$ cat src/rtl/arb_pkg.sv
// Shared types and helpers for the round-robin request arbiter.
// The index/one-hot mapping matches the 4:2 encoder: 0001->00, 0010->01, 0100->10, 1000->11.
package arb_pkg;

    localparam int NUM_REQ = 4;
    localparam int IDX_W   = 2;

    typedef enum logic [0:0] {
        IDLE,
        OWN
    } arb_state_t;

    function automatic logic [IDX_W-1:0] onehot_to_idx(input logic [NUM_REQ-1:0] oh);
        case (oh)
            4'b0010: return 2'd1;
            4'b0100: return 2'd2;
            4'b1000: return 2'd3;
            default: return 2'd0;
        endcase
    endfunction

    function automatic logic [NUM_REQ-1:0] idx_to_onehot(input logic [IDX_W-1:0] idx);
        return NUM_REQ'(1) << idx;
    endfunction

endpackage

$ cat src/rtl/rr_pick4.sv
// Combinational round-robin search: first set request bit at or after ptr_i, wrapping mod 4.
module rr_pick4
    import arb_pkg::*;
(
    input  logic [NUM_REQ-1:0] req_i,
    input  logic [IDX_W-1:0]   ptr_i,
    output logic               found_o,
    output logic [IDX_W-1:0]   idx_o
);

    logic [IDX_W-1:0] cand;

    // Scan from the farthest offset down, so the closest set bit to ptr_i wins.
    always_comb begin
        found_o = 1'b0;
        idx_o   = '0;
        cand    = '0;
        for (int i = NUM_REQ - 1; i >= 0; i--) begin
            cand = ptr_i + IDX_W'(i);
            if (req_i[cand]) begin
                found_o = 1'b1;
                idx_o   = cand;
            end
        end
    end

endmodule

$ cat src/rtl/rr_req_arbiter.sv
// Round-robin arbiter for 4 requesters with registered grant outputs and a
// maximum-hold preemption that only fires while another requester is waiting.
module rr_req_arbiter
    import arb_pkg::*;
#(
    parameter int MAX_HOLD = 8
) (
    input  logic               clk,
    input  logic               reset_n,
    input  logic [NUM_REQ-1:0] req,
    output logic [NUM_REQ-1:0] gnt,
    output logic [IDX_W-1:0]   gnt_idx,
    output logic               gnt_valid,
    output logic               timeout
);

    localparam int CNT_W = $clog2(MAX_HOLD);
    localparam logic [CNT_W-1:0] HOLD_LAST = CNT_W'(MAX_HOLD - 1);

    arb_state_t         state_q, state_d;
    logic [NUM_REQ-1:0] gnt_q, gnt_d;
    logic [IDX_W-1:0]   gnt_idx_q, gnt_idx_d;
    logic               gnt_valid_q, gnt_valid_d;
    logic               timeout_q, timeout_d;
    logic [IDX_W-1:0]   rr_ptr_q, rr_ptr_d;
    logic [CNT_W-1:0]   hold_cnt_q, hold_cnt_d;

    logic               pick_found;
    logic [IDX_W-1:0]   pick_idx;
    logic               others_waiting;

    rr_pick4 u_pick (
        .req_i   (req),
        .ptr_i   (rr_ptr_q),
        .found_o (pick_found),
        .idx_o   (pick_idx)
    );

    assign others_waiting = |(req & ~gnt_q);

    // gnt_idx_q doubles as the owner register, so the encoded index never depends on gnt decoding.
    always_comb begin
        state_d     = state_q;
        gnt_d       = gnt_q;
        gnt_idx_d   = gnt_idx_q;
        gnt_valid_d = gnt_valid_q;
        timeout_d   = 1'b0;
        rr_ptr_d    = rr_ptr_q;
        hold_cnt_d  = hold_cnt_q;

        case (state_q)
            IDLE: begin
                if (pick_found) begin
                    state_d     = OWN;
                    gnt_d       = idx_to_onehot(pick_idx);
                    gnt_idx_d   = pick_idx;
                    gnt_valid_d = 1'b1;
                    rr_ptr_d    = pick_idx + IDX_W'(1);
                    hold_cnt_d  = '0;
                end
            end
            OWN: begin
                if (!req[gnt_idx_q] || (hold_cnt_q == HOLD_LAST && others_waiting)) begin
                    // A voluntary drop takes precedence over a coincident timeout.
                    state_d     = IDLE;
                    gnt_d       = '0;
                    gnt_idx_d   = '0;
                    gnt_valid_d = 1'b0;
                    hold_cnt_d  = '0;
                    timeout_d   = req[gnt_idx_q];
                end else if (hold_cnt_q != HOLD_LAST) begin
                    hold_cnt_d = hold_cnt_q + CNT_W'(1);
                end
            end
            default: state_d = IDLE;
        endcase
    end

    always_ff @(posedge clk or negedge reset_n) begin
        if (!reset_n) begin
            state_q     <= IDLE;
            gnt_q       <= '0;
            gnt_idx_q   <= '0;
            gnt_valid_q <= 1'b0;
            timeout_q   <= 1'b0;
            rr_ptr_q    <= '0;
            hold_cnt_q  <= '0;
        end else begin
            state_q     <= state_d;
            gnt_q       <= gnt_d;
            gnt_idx_q   <= gnt_idx_d;
            gnt_valid_q <= gnt_valid_d;
            timeout_q   <= timeout_d;
            rr_ptr_q    <= rr_ptr_d;
            hold_cnt_q  <= hold_cnt_d;
        end
    end

    assign gnt       = gnt_q;
    assign gnt_idx   = gnt_idx_q;
    assign gnt_valid = gnt_valid_q;
    assign timeout   = timeout_q;

endmodule

$ cat config.mk
export PLATFORM = sky130hd
export DESIGN_NAME = rr_req_arbiter
export DESIGN_NICKNAME = d
export VERILOG_FILES = /design/src/rtl/arb_pkg.sv /design/src/rtl/rr_pick4.sv /design/src/rtl/rr_req_arbiter.sv
export SDC_FILE = /design/constraint.sdc
export NUM_CORES = 1
export LEC_CHECK = 0
export CAP_MARGIN = 10
export CORE_UTILIZATION = 55
export DETAILED_ROUTE_END_ITERATION = 7
export HOLD_SLACK_MARGIN = 0.08
export PLACE_DENSITY = 0.78
export SKIP_CTS_REPAIR_TIMING = 1
export SLEW_MARGIN = 20
export SYNTH_ARGS = -nofsm -noshare
export SYNTH_HDL_FRONTEND = slang
export SYNTH_HIERARCHICAL = 1
export SYNTH_SLANG_ARGS = --single-unit
$ cat constraint.sdc
create_clock -name clk -period 4.1 [get_ports clk]
set_input_delay 0.82 -clock clk [delete_from_list [all_inputs] [get_ports clk]]
set_output_delay 0.82 -clock clk [all_outputs]
set_load 0.01 [all_outputs]
==> flow_summary.yaml <==
outcome:
  outcome: "complete, no violations"
power:
  p_leak_nw: 0.470
  irDropWorstVdd_mv: 0.427
  p_per_area_nw_per_um2: 644
yosys:
  synth.yosys.warnings: 6
  synth_top_family_by_area: "compound AO/OA/AOI/OAI gates"
  muxShareOfSynthArea: 0.130
  yosysUniqueCellTypes: 23
  synth_area_per_cell_um2: 10.4
  yosysMostFrequentCell: "dfrtp_1"
  synth_edf_count: 0
  synth_top_area_cell: "dfrtp_1"
  synth_compound_area_frac: 0.180
  ys_top_cells_by_count: "dfrtp_1, mux2i_1, ha_1, nor2_1, o2bb2ai_1"
  yosys-top-cells-area: "dfrtp_1, mux2i_1, ha_1"
  synth_cells: 82
  synth_xor_area_frac: 0
  async_flop_share: 1.00
  syn_nets: 94
  synth_top_area_share: 0.409
  synth_area_um2: 856
  ys_ff_latch: 14
  synth_fa_ha_area_frac: 0.0877
  ys.flop_type: "dfrtp_1"
  synth-simple-area-share: 0.151
  seq_area_frac_synth: 0.409
sta:
  setup_slack_ps: 1750
  fmax_mhz: 425
  worst_pin_slew_ps: 622
  post-route-period-util: 0.574
  finalHoldViolCount: 0
  skew_ps: 7.32
  fin_setup_tns_ps: 0
  grt_setup_unrepaired: "no"
  setup_violations: 0
  period_needed_ps: 2350
  maxSlewHeadroom: 0.584
  slew_violations: 0
critical_path:
  crit_start: "req[1]"
  rrSetupSlack_ps: 2310
  arrival_ps: 2540
  reg2regPathDepth: 6
  endpoint: "rr_ptr_q[1]$_DFFE_PN0P_"
  crit_required_ps: 4290
  end_kind: "register"
  path_cells: "clkdlybuf4s50_1 > nor3b_1 > a211oi_1 > nor2_1 > inv_1 > ha_1 > mux2_2"
  r2r_start: "rr_ptr_q[1]$_DFFE_PN0P_"
  max_stage_delay_ps: 470
  reg2reg_to: "rr_ptr_q[1]$_DFFE_PN0P_"
  slowest_stage: "clkdlybuf4s50_1"
  critPathKind: "primary input to register"
  cp_max_fo: 5
  start_kind: "primary input"
floorplan:
  dieArea_um2: 1720
  die_h_um: 41.4
  rows: 13
  num_io_pins: 14
  die-width_um: 41.4
  start_util: 0.626
  core_area_um2: 1370
place:
  pre_cts_ws_ps: 1450
  hpwl_um: 1200
  gp_congestion: 0.785
  io_buffers: 13
cts:
  htreeDepth: 1
  clockRootBuffer: "clkbuf_4"
  cts.sinks: 14
  clk_pin_slew_ps: 100
  cts_tree: "yes"
  clockBufferDepth: 2
  numCtsBuffers: 3
  clk_latency_ps: 290
routing:
  drtIter0Drc: 11
  drcViolationCount: 0
  vias: 647
  routed_wl_um: 1660
  wire_per_inst_um: 15.0
  dr.pass1.iters: 4
  via_per_inst: 5.83
  ant_nets: 0
grt:
  grt_pass1_vias: 623
  grtUsageTotal: 0.229
  grt_pass1_wl_um: 2900
  gr-total-overflow: 0
  grt_max_degree: 15
  antenna_found_initial: 0
final_layout:
  drive_above_1_share: 0.0833
  nNetsFinal: 109
  syn_to_final_growth_pct: 19.6
  insertedDiodeCount: 0
run:
  cap_violations: 0
worst_hold_path:
  hold_path.class: "register to register"
==> metrics by stage <==
stage                      util  instance area (um2)  hold WS [ps]  instances  power [mW]
after floorplan               -                  856           447         82       0.450
after CTS                 0.749                 1020           486        111       0.663
after global routing      0.749                 1020           527        111       0.708
after global placement    0.723                  987           468        107       0.549
after detailed placement  0.723                  987           475        107       0.558
final                     0.749                 1020           491        111       0.659
==> per-layer routing <==
| layer | track usage | vias to the layer above | part of all wire |
|---|---|---|---|
| li1 | - | 319 | - |
| met1 | 0.308 | 313 | 0.50 |
| met2 | 0.338 | 13 | 0.46 |
| met3 | 0.0391 | 2 | 0.030 |
| met4 | 0.148 | 0 | 0.0072 |
| met5 | 0 | - | 0 |
==> logic make-up (layout without fill, tap and decap cells) <==
group	count (synthesis)	in the layout
and+or+nand+nor	25	25
AOI/OAI and AO/OA	18	18
DFF	14	14
muxes	11	11
buffers and inverters	8	22
adders and majority gates	6	6
==> registers in the layout, indices dropped and copies added, names as in the netlist <==
| register | count |
|---|---|
| gnt | 4 |
| gnt_idx | 2 |
| gnt_valid | 1 |
| hold_cnt_q | 3 |
| rr_ptr_q | 2 |
| state_q | 1 |
| timeout | 1 |
==> critical path, delay by kind of cell <==
kind	cells	cell delay, ps
and+or+nand+nor	2	530
muxes	1	250
AOI/OAI and AO/OA	1	70
adders and majority gates	1	280
buffers and inverters	2	600
==> layout by cell type (no fill, tap or decap), drive strengths merged, types with 4 or more instances in the layout <==
cell and instances:
inv 5, dfrtp 14, o2bb2ai 6, clkdlybuf4s50 13
ha 6, a21oi 4, nor2 6, clkbuf 4
nor2b 5, nand2 4, nand2b 5, mux2i 10
==> worst min path at each step <==
stage	to	from	cells after the start
after CTS	hold_cnt_q[0]$_DFFE_PN0P_	hold_cnt_q[0]$_DFFE_PN0P_	1
after global placement	hold_cnt_q[0]$_DFFE_PN0P_	hold_cnt_q[0]$_DFFE_PN0P_	1
after detailed placement	hold_cnt_q[0]$_DFFE_PN0P_	hold_cnt_q[0]$_DFFE_PN0P_	1
after floorplan	hold_cnt_q[0]$_DFFE_PN0P_	hold_cnt_q[0]$_DFFE_PN0P_	1
final	hold_cnt_q[0]$_DFFE_PN0P_	hold_cnt_q[0]$_DFFE_PN0P_	1
after global routing	hold_cnt_q[0]$_DFFE_PN0P_	hold_cnt_q[0]$_DFFE_PN0P_	1
==> cell type report <==
type                    count  area, um2
flip-flops and latches     14        350
inverters                   5       18.8
repair buffers             13        130
clock buffers               4       36.3
multi-input cells          60        469
fillers                   103        343
well taps                  15       18.8
==> where the power goes <==
part | switching (mW) | internal [mW] | leakage, nW
clock | 0.0501 | 0.0541 | 0.0210
combinational | 0.135 | 0.151 | 0.269
sequential | 0.0744 | 0.194 | 0.180
total | 0.259 | 0.399 | 0.470
Power figures use the tool's default switching activity.
